`src/rtl/booth_ctrl.sv`:
```
// Radix-2 Booth sequencer: takes a Start/Ack handshake and steps the mult
// datapath through N_LEN evaluate/shift iterations, raising Done when finished.
module booth_ctrl #(
  parameter int N_LEN = 8
) (
  input  logic                         Clock,
  input  logic                         Reset,
  input  logic                         Start,
  input  logic                         Ack,
  input  logic [2:0]                   Q_out,
  output logic                         Request,
  output logic                         add_s,
  output logic                         sub_s,
  output logic                         ashift_s,
  output logic                         Done,
  output logic                         Busy,
  output logic [$clog2(N_LEN+1)-1:0]   Count
);

  localparam int CW = $clog2(N_LEN + 1);

  typedef enum logic [2:0] {
    S_IDLE,
    S_LOAD,
    S_EVAL,
    S_SHIFT,
    S_DONE
  } state_t;

  state_t        r_state;
  state_t        w_next_state;
  logic [CW-1:0] r_count;
  logic [CW-1:0] w_next_count;

  // Q_out[2] is part of the datapath bus but carries nothing Booth needs.
  logic w_unused;
  assign w_unused = Q_out[2];

  always_ff @(posedge Clock or posedge Reset) begin
    if (Reset) begin
      r_state <= S_IDLE;
      r_count <= '0;
    end else begin
      r_state <= w_next_state;
      r_count <= w_next_count;
    end
  end

  always_comb begin
    w_next_state = r_state;
    w_next_count = r_count;
    Request      = 1'b0;
    add_s        = 1'b0;
    sub_s        = 1'b0;
    ashift_s     = 1'b0;
    Done         = 1'b0;
    case (r_state)
      S_IDLE: begin
        if (Start) begin
          w_next_state = S_LOAD;
          w_next_count = CW'(N_LEN);
        end
      end
      S_LOAD: begin
        Request      = 1'b1;
        w_next_state = S_EVAL;
      end
      S_EVAL: begin
        // {Q[0],Q[-1]}: 10 starts a run of ones (subtract), 01 ends one (add)
        sub_s        = (Q_out[1:0] == 2'b10);
        add_s        = (Q_out[1:0] == 2'b01);
        w_next_state = S_SHIFT;
      end
      S_SHIFT: begin
        ashift_s = 1'b1;
        if (r_count != '0)
          w_next_count = r_count - CW'(1);
        if (r_count <= CW'(1))
          w_next_state = S_DONE;
        else
          w_next_state = S_EVAL;
      end
      S_DONE: begin
        Done = 1'b1;
        if (Ack)
          w_next_state = S_IDLE;
      end
      default: begin
        w_next_state = S_IDLE;
      end
    endcase
  end

  assign Busy  = (r_state != S_IDLE);
  assign Count = r_count;

endmodule

```
`config.mk`:
```
export PLATFORM = sky130hd
export DESIGN_NAME = booth_ctrl
export DESIGN_NICKNAME = d
export VERILOG_FILES = /design/src/rtl/booth_ctrl.sv
export SDC_FILE = /design/constraint.sdc
export NUM_CORES = 1
export LEC_CHECK = 0
export ABC_AREA = 1
export CORE_MARGIN = 2
export CORE_UTILIZATION = 25
export CTS_CLUSTER_SIZE = 25
export DETAILED_ROUTE_END_ITERATION = 7
export PLACE_DENSITY_LB_ADDON = 0.08
export SYNTH_ARGS = -nofsm -noshare
export SYNTH_HDL_FRONTEND = slang
export SYNTH_SLANG_ARGS = --single-unit
```
`constraint.sdc`:
```
create_clock -name Clock -period 1.4 [get_ports Clock]
set_input_delay 0.21 -clock Clock [delete_from_list [all_inputs] [get_ports Clock]]
set_output_delay 0.21 -clock Clock [all_outputs]
set_load 0.02 [all_outputs]
```
==> impl_metrics.toml, run 1 <==
[setup_path]
arrival_ns = 1.17
end_kind = "output pin"
required_ns = 1.19
cp-start-kind = "register"
worst-r2r-cell-count = 9
cp_max_fo = 3
setup.reg_to_reg.worst_slack_ns = 0.12
reg2reg_to = "Count[0]$_DFFE_PP0P_"
crit_type = "register to output pin"
worstReg2RegStart = "r_state[1]$_DFFE_PP0P_"

[placement]
gp_congestion = 0.708
place_hpwl_um = 864
placed_area_um2 = 716
portBuffers = 15

[floorplan]
die_area_mm2 = 0.00223
ios = 17
die_w_um = 47.2
die_y_um = 47.2
core-area_mm2 = 0.00175
start_util = 0.267
std_cell_rows = 15

[drt]
vias_per_cell = 4.09
drc = 0
routedWlPerCell_um = 9.30
drt_iter0_markers = 7
firstDrtPassIters = 3
vias = 487
routed_wirelength_um = 1110
ant_nets = 0

[timing]
worst_pin_slew_ns = 0.298
hold_viol = 0
clock.fmax_mhz = 727
drv_slew = 0
slew_headroom = 0.801
finalSetupViolCount = 0
rsz0062_at_grt = "true"
fin_tns_setup_ns = 0
worst_hold_slack_ns = 0.189
final.setup_skew_ns = 0.00749
min_period_ns = 1.38
timing.final.crit_share = 0.982

[job]
maxCapViolations = 0

[clocking]
cts_tree = "done"
clk_path_buf_depth = 2
clk_pin_slew_ns = 0.06
cts_setup_buffers = 0
cts-root-buf = "clkbuf_4"
clock_latency_ns = 0.26
cts_max_level = 1
clock-sinks = 7
ctsHoldBuffers = 0
numCtsBuffers = 3

[global_route]
antenna_found_initial = 0
grt_pass1_vias = 408
grt_remaining_overflow = 0
grt_pass1_wl_um = 1750
grt_max_degree = 8
grt_usage = 0.120

[synth]
yosysTopAreaCell = "dfrtp_1"
ys.flop_type = "dfrtp_1"
avgSynthCellArea_um2 = 7.07
synth_common_cells = "nand2_1 (21), nor2_1 (9), inv_1 (8)"
async_flop_share = 1.00
syn-num-nets = 76
ys_warn_count = 0
synth-seq-cells = 7
syn_inst = 66
synth-seq-area-share = 0.375
synth_area_leaders = "dfrtp_1 (38%), nand2_1 (17%), ha_1 (8.0%)"
yosysTopAreaCellShare = 0.375
synth_cell_types = 14
synth.most_common_cell = "nand2_1"
syn_area_um2 = 467
synth_edf_count = 0

[finish]
n_antenna_cell = 0
nFillCells = 207
layout.area.seq_um2 = 178
drive_gt1_frac = 0.309
design_area_um2 = 758
area_delta_synth_final_pct = 62.5
multi_input_area_um2 = 289
final_net_count = 105

[power_and_ir_drop]
vdd_drop_max_mv = 1.18
p_per_area_mw_per_mm2 = 2400
power_leakage_nw = 0.406

[worst_hold_path]
hp-class = "primary input to async pin"

[status]
status = "completed"
## worst max-delay path, stage by stage, from the launching register on
cell     delay, ns
dfrtp_1       0.42
nor2_4        0.15
nand2_2       0.08
nor3_2        0.11
buf_4         0.16
## stage by stage
stage          instances  utilization  setup WS [ns]  power, W
4_1_cts              119        0.413        -0.0270   0.00172
3_5_place_dp         115        0.410         -0.316   0.00160
3_3_place_gp         115        0.410         -0.313   0.00160
5_1_grt              119        0.434        -0.0877   0.00201
2_1_floorplan         66            -         0.0335   0.00107
6_report             119        0.434         0.0247   0.00182
## layout by cell type, fill, tap and decap left out
master and instances:
nand2_1 19, o21ai_0 2, nand3_1 5, dfrtp_1 5, nor2_1 8, inv_1 8, nand2_4 1, clkbuf_4 3
buf_2 2, buf_6 3, buf_4 10, and3_1 1, nand2_2 4, ha_1 3, nand3b_1 2, nor2_4 2
dfrtp_2 2, dlygate4sd2_1 4, nor3_2 2, clkbuf_1 1, xnor2_1 1, or2_0 1, clkdlybuf4s50_1 5
## how the worst max path moves through the flow
stage                           start                      to  depth (start not counted)
2_1_floorplan  r_state[0]$_DFFE_PP0P_  r_state[0]$_DFFE_PP0P_                          3
3_3_place_gp                 Q_out[0]                   add_s                          4
3_5_place_dp                 Q_out[0]                   add_s                          4
4_1_cts        r_state[0]$_DFFE_PP0P_                   add_s                          4
5_1_grt        r_state[2]$_DFFE_PP0P_                   add_s                          4
6_report       r_state[2]$_DFFE_PP0P_                   add_s                          4
## sequential cells by signal, indices dropped and copies added (netlist names)
register,flops
Count,4
r_state,3
## routing by layer
| layer | routed length [µm] | global-route usage |
|---|---|---|
| met3 | 50 | 0.0577 |
| met5 | 0 | 0 |
| met2 | 474 | 0.145 |
| met1 | 564 | 0.169 |
| met4 | 17 | 0.0667 |
## power by group
part	leakage, nW	total [W]	internal [W]	switching, W
Sequential	0.0861	0.000411	0.000303	0.000108
Combinational	0.305	0.00122	0.000557	0.000667
Clock	0.0150	0.000188	0.000109	0.0000789
## final cells by class
| class | count | area share |
|---|---|---|
| clock buffers | 4 | 0.0347 |
| inverters | 8 | 0.0396 |
| multi-input cells | 51 | 0.381 |
| flip-flops and latches | 7 | 0.234 |
| well taps | 25 | 0.0413 |
| repair buffers | 24 | 0.269 |
## logic make-up after synthesis
kind of cell	count (synthesis)	synth area share
xor gates and xnor gates	1	0.0188
DFF	7	0.375
buffers and inverters	8	0.0643
AOI/OAI and AO/OA	2	0.0214
and+or+nand+nor	45	0.440
adders and majority gates	3	0.0804
## repair_timing
item                       CTS  global route
cloned                       0             0
hold endpoints to repair     0             0
pin swaps                    1             1
gates resized for setup     31            15
setup endpoints to repair   10            10
(Power assumes the default switching activity.)
==> inputs of run 2 (changes only) <==
--- a/config.mk
+++ b/config.mk
@@ -10,7 +10,9 @@
 export CORE_UTILIZATION = 25
 export CTS_CLUSTER_SIZE = 25
 export DETAILED_ROUTE_END_ITERATION = 7
-export PLACE_DENSITY_LB_ADDON = 0.08
+export PLACE_DENSITY = 0.59
+export SLEW_MARGIN = 20
 export SYNTH_ARGS = -nofsm -noshare
 export SYNTH_HDL_FRONTEND = slang
 export SYNTH_SLANG_ARGS = --single-unit
+export TNS_END_PERCENT = 5
==> run 2 against run 1 <==
  * The run now ends with setup timing left
  * Flip-flop and latch count unchanged
  * Critical path type unchanged
  * Sequential power is 2% lower
  * Worst setup slack got worse by 0.025 ns
  * Register-to-register slack got worse by 0.04 ns
  * Non-clock buffer count unchanged
  * Sequential share of layout area increased by 0.71 points
  * Die area is the same
  * Cell count unchanged
==> impl_metrics.toml, run 2 (same netlist as run 1, synthesis figures left out) <==
[setup_path]
worst_path_most_repeated_cell = "buf_4"
path_depth = 5
cp_cell_sequence = "buf_4 > buf_4 > nand2_2 > nor2_4 > buf_2"
crit_type = "register to output pin"
path_buf_inv = 3
worst-r2r-cell-count = 9
end_kind = "output pin"
arrival_ns = 1.19
crit_family = "buffers and inverters"
cp_slowest_stage_delay_ns = 0.41
required_ns = 1.19
cp_max_fo = 4
slowest_stage = "dfrtp_1"
cp-start-kind = "register"

[finish]
nFillCells = 190
post-route-util = 0.419
drive_gt1_frac = 0.298
area_delta_synth_final_pct = 56.6
design_area_um2 = 731
final_net_count = 105
mostFrequentLayoutCell = "nand2_1"
final_cell_mix = "nand2_1 (19), buf_4 (11), nor2_1 (8)"
n_antenna_cell = 0
stdcell_count = 119
largest_reg_flops = 4

[global_route]
antenna_found_initial = 0
grt_pass1_wl_um = 1840
grt_usage = 0.122
grt_remaining_overflow = 0
grt_pass1_vias = 431
grt_max_degree = 8

[timing]
final.setup_skew_ns = 0.000926
hold_viol = 0
worst_pin_slew_ns = 0.306
finalSetupViolCount = 1
setup_slack_ns = -0.000117
rsz0062_at_grt = "true"
timing.final.crit_share = 1.00
clock.fmax_mhz = 714
min_period_ns = 1.40
fin_tns_setup_ns = -0.000117
drv_slew = 0
slew_headroom = 0.796

[clocking]
clock-sinks = 7
cts_max_level = 1
clock_latency_ns = 0.26
cts_tree = "done"
clk_path_buf_depth = 2
cts-root-buf = "clkbuf_4"
clk_pin_slew_ns = 0.06
numCtsBuffers = 3
ctsHoldBuffers = 0

[placement]
gp_congestion = 0.789
dp_cells = 114
placed_area_um2 = 708
place_hpwl_um = 905
portBuffers = 15

[power_and_ir_drop]
p_per_area_mw_per_mm2 = 2440
vdd_drop_max_mv = 0.969
power_leakage_nw = 0.394
power_w = 0.00178

[drt]
vias = 503
ant_nets = 0
drt_iter0_markers = 3
firstDrtPassIters = 2
vias_per_cell = 4.23
routed_wirelength_um = 1130
drc = 0
routedWlPerCell_um = 9.46

[floorplan]
die_y_um = 47.2
ios = 17
die_w_um = 47.2
core-area_mm2 = 0.00175
start_util = 0.267
die_area_mm2 = 0.00223
std_cell_rows = 15

[status]
violations = "setup timing"
status = "complete, but fails checks"

[worst_hold_path]
hp-class = "primary input to async pin"

[job]
maxCapViolations = 0
[run 2: cell type report]
type                            count  area, µm²  area share
Multi-Input combinational cell     51        279       0.382
Timing Repair Buffer               24        188       0.257
Sequential cell                     7        176       0.241
Tap cell                           25       31.3      0.0428
Inverter                            8       30.0      0.0411
Clock buffer                        4       26.3      0.0360
[run 2: power breakdown]
part,internal [W],total [W],switching (W)
combinational,0.000527,0.00119,0.000658
clock,0.000110,0.000195,0.0000859
sequential,0.000300,0.000403,0.000103
[run 2: worst register-to-register path, cell delays in order, from the launching register on]
cell     delay [ns]
dfrtp_1        0.41
buf_4          0.15
buf_4          0.13
nand2_2        0.07
nor2_4         0.03
buf_4          0.14
nand2_2        0.07
nand2_2        0.08
nand3_1        0.08
nand2_1        0.06
[run 2: metal layers]
metal / vias to the layer above / share of wire / track usage
li1: 260 / - / -
met2: 7 / 0.46 / 0.156
met3: 4 / 0.029 / 0.0231
met4: 0 / 0.030 / 0.100
met1: 232 / 0.48 / 0.175
met5: - / 0 / 0
[run 2: timing repair]
item	in CTS	in global routing
resized for setup	31	8
pin swaps	1	0
endpoints found under the setup margin	10	9
buffers inserted	0	1
[run 2: worst paths after layout]
check / endpoint / start / slack [ns]
hold reg to reg: Count[1]$_DFFE_PP0P_ / Count[1]$_DFFE_PP0P_ / 0.53
setup / recovery: ashift_s / r_state[0]$_DFFE_PP0P_ / -0.0001
hold / removal: Count[0]$_DFFE_PP0P_ / Reset / 0.19
setup reg to reg: Count[2]$_DFFE_PP0P_ / r_state[0]$_DFFE_PP0P_ / 0.08
max in group asynchronous: r_state[1]$_DFFE_PP0P_ / Reset / 0.96
min in group Clock: Count[1]$_DFFE_PP0P_ / Count[1]$_DFFE_PP0P_ / 0.53
[run 2: through the flow]
step                      hold slack [ns]  worst slack, ns
after floorplan                    0.0134           0.0335
after global placement              0.481           -0.303
after detailed placement            0.480           -0.324
after CTS                           0.202          -0.0618
after global routing                0.243          -0.0484
final                               0.192        -0.000117
==> inputs of run 3 (changes only) <==
--- a/config.mk
+++ b/config.mk
@@ -6,11 +6,13 @@
 export NUM_CORES = 1
 export LEC_CHECK = 0
 export ABC_AREA = 1
+export CELL_PAD_IN_SITES_DETAIL_PLACEMENT = 1
+export CELL_PAD_IN_SITES_GLOBAL_PLACEMENT = 2
 export CORE_MARGIN = 2
-export CORE_UTILIZATION = 25
+export CORE_UTILIZATION = 22
 export CTS_CLUSTER_SIZE = 25
 export DETAILED_ROUTE_END_ITERATION = 7
-export PLACE_DENSITY = 0.59
+export PLACE_DENSITY = 0.84
 export SLEW_MARGIN = 20
 export SYNTH_ARGS = -nofsm -noshare
 export SYNTH_HDL_FRONTEND = slang
==> run 3 against run 2 <==
  * Power rose by 1.4%
  * Worst setup slack improved by 0.0081 ns
  * Global-route usage fell by 1.5 points
  * Count of clock-buffer cells in the layout did not move
  * Cell count rose by 2.5%
  * Clock power fell by 3%
  * Via count rose by 0.99%
  * Clock skew rose by 0.0022 ns
  * First-iteration DRC count rose by 100%
  * The run now ends clean
==> impl_metrics.toml, run 3 (same netlist as run 1, synthesis figures left out) <==
[global_route]
grt_util_met3 = 0.00909
grt_usage = 0.108
met1_usage = 0.126
grt_remaining_overflow = 0
antenna_found_initial = 0
grt_max_degree = 8
met2_usage = 0.180
grt_pass1_vias = 507
grt_pass1_wl_um = 2060
busiest_layer = "met2"

[placement]
preCtsSetupSlack_ns = -0.329
placed_area_um2 = 718
place_hpwl_um = 984
gp_congestion = 0.755
portBuffers = 15

[status]
status = "completed"

[setup_path]
crit_type = "register to output pin"
cp-start-kind = "register"
worstReg2RegStart = "r_state[0]$_DFFE_PP0P_"
crit_start = "r_state[0]$_DFFE_PP0P_"
cp_max_fo = 4
cp_cell_sequence = "buf_4 > buf_4 > nand2_2 > nor2_4 > buf_2"
setup.reg_to_reg.worst_slack_ns = 0.03
cp_slowest_stage_delay_ns = 0.42
worst_path_most_repeated_cell = "buf_4"
slowest_stage = "dfrtp_1"
arrival_ns = 1.18
required_ns = 1.19
cp-endpoint = "ashift_s"
worst-r2r-cell-count = 9
end_kind = "output pin"
reg2reg_to = "Count[2]$_DFFE_PP0P_"

[power_and_ir_drop]
p_per_area_mw_per_mm2 = 2430
power_leakage_nw = 0.403
vdd_drop_max_mv = 0.789

[floorplan]
die_y_um = 50.1
std_cell_rows = 16
core-area_mm2 = 0.00198
start_util = 0.235
die_w_um = 50.1
ios = 17
die_area_mm2 = 0.00251

[clocking]
clock-sinks = 7
clk_pin_slew_ns = 0.06
clock_latency_ns = 0.25
cts_tree = "done"
cts_max_level = 1
numCtsBuffers = 3
clk_path_buf_depth = 2
cts-root-buf = "clkbuf_4"

[finish]
multi_input_area_um2 = 282
layout.area.seq_um2 = 175
mostFrequentLayoutCell = "nand2_1"
nFillCells = 257
largest_reg_flops = 4
final_cell_mix = "nand2_1 (20), buf_4 (13), inv_1 (8), nor2_1 (8), dfrtp_1 (7)"
area_delta_synth_final_pct = 59.5
drive_gt1_frac = 0.284
final_net_count = 106
design_area_um2 = 744
n_antenna_cell = 0
post-route-util = 0.376

[worst_hold_path]
hp-class = "primary input to async pin"

[drt]
drt_iter0_markers = 6
routedWlPerCell_um = 10.1
vias = 508
routed_wirelength_um = 1230
drc = 0
ant_nets = 0
firstDrtPassIters = 3
vias_per_cell = 4.16

[job]
maxCapViolations = 0

[timing]
finalSetupViolCount = 0
drv_slew = 0
setup_slack_ns = 0.00802
min_period_ns = 1.39
slew_headroom = 0.799
final.setup_skew_ns = 0.00309
timing.final.crit_share = 0.994
clock.fmax_mhz = 718
hold_viol = 0
rsz0062_at_grt = "true"
worst_pin_slew_ns = 0.301
==> run 3: final cells by class <==
cell class              instances  area share
well taps                      27      0.0454
repair buffers                 25       0.266
flip-flops and latches          7       0.235
multi-input cells              51       0.378
inverters                       8      0.0403
clock buffers                   4      0.0353
==> run 3: worst min-delay path by stage <==
stage          start                      to  slack (ns)  depth (start not counted)
6_report       Reset    Count[3]$_DFFE_PP0P_        0.20                          2
5_1_grt        Reset    Count[3]$_DFFE_PP0P_        0.22                          2
3_3_place_gp   Reset  r_state[1]$_DFFE_PP0P_        0.47                          2
4_1_cts        Reset    Count[3]$_DFFE_PP0P_        0.20                          2
3_5_place_dp   Reset    Count[3]$_DFFE_PP0P_        0.48                          2
2_1_floorplan  Reset    Count[0]$_DFFE_PP0P_        0.01                          1
==> run 3: what timing repair did <==
item	CTS	global route
gates resized for setup	30	9
hold buffers	0	0
pin swaps	0	1
setup endpoints to repair	10	9
buffers inserted	0	1
==> run 3: where the power goes <==
group	internal (W)	switching [W]	total, W
Clock	0.000109	0.0000806	0.000190
Sequential	0.000297	0.0000936	0.000391
Combinational	0.000541	0.000687	0.00123
==> run 3: critical path, delay by kind of cell, from the launching register on <==
kind / cells / cell delay, ns
buffers and inverters: 3 / 0.41
and+or+nand+nor: 2 / 0.09
DFF: 1 / 0.42
==> run 3: layer usage <==
layer | wire (µm) | part of all wire
met5 | 0 | 0
met4 | 37 | 0.030
met3 | 31 | 0.025
met2 | 606 | 0.49
met1 | 555 | 0.45
==> run 3: metrics by stage <==
stage / setup TNS [ns] / power, W / hold WS, ns / cells
floorplan: 0 / 0.00107 / 0.0134 / 66
global placement: -0.880 / 0.00161 / 0.470 / 117
detailed placement: -0.977 / 0.00164 / 0.476 / 117
CTS: -0.122 / 0.00176 / 0.204 / 121
global route: -0.555 / 0.00199 / 0.215 / 122
finish: 0 / 0.00181 / 0.200 / 122
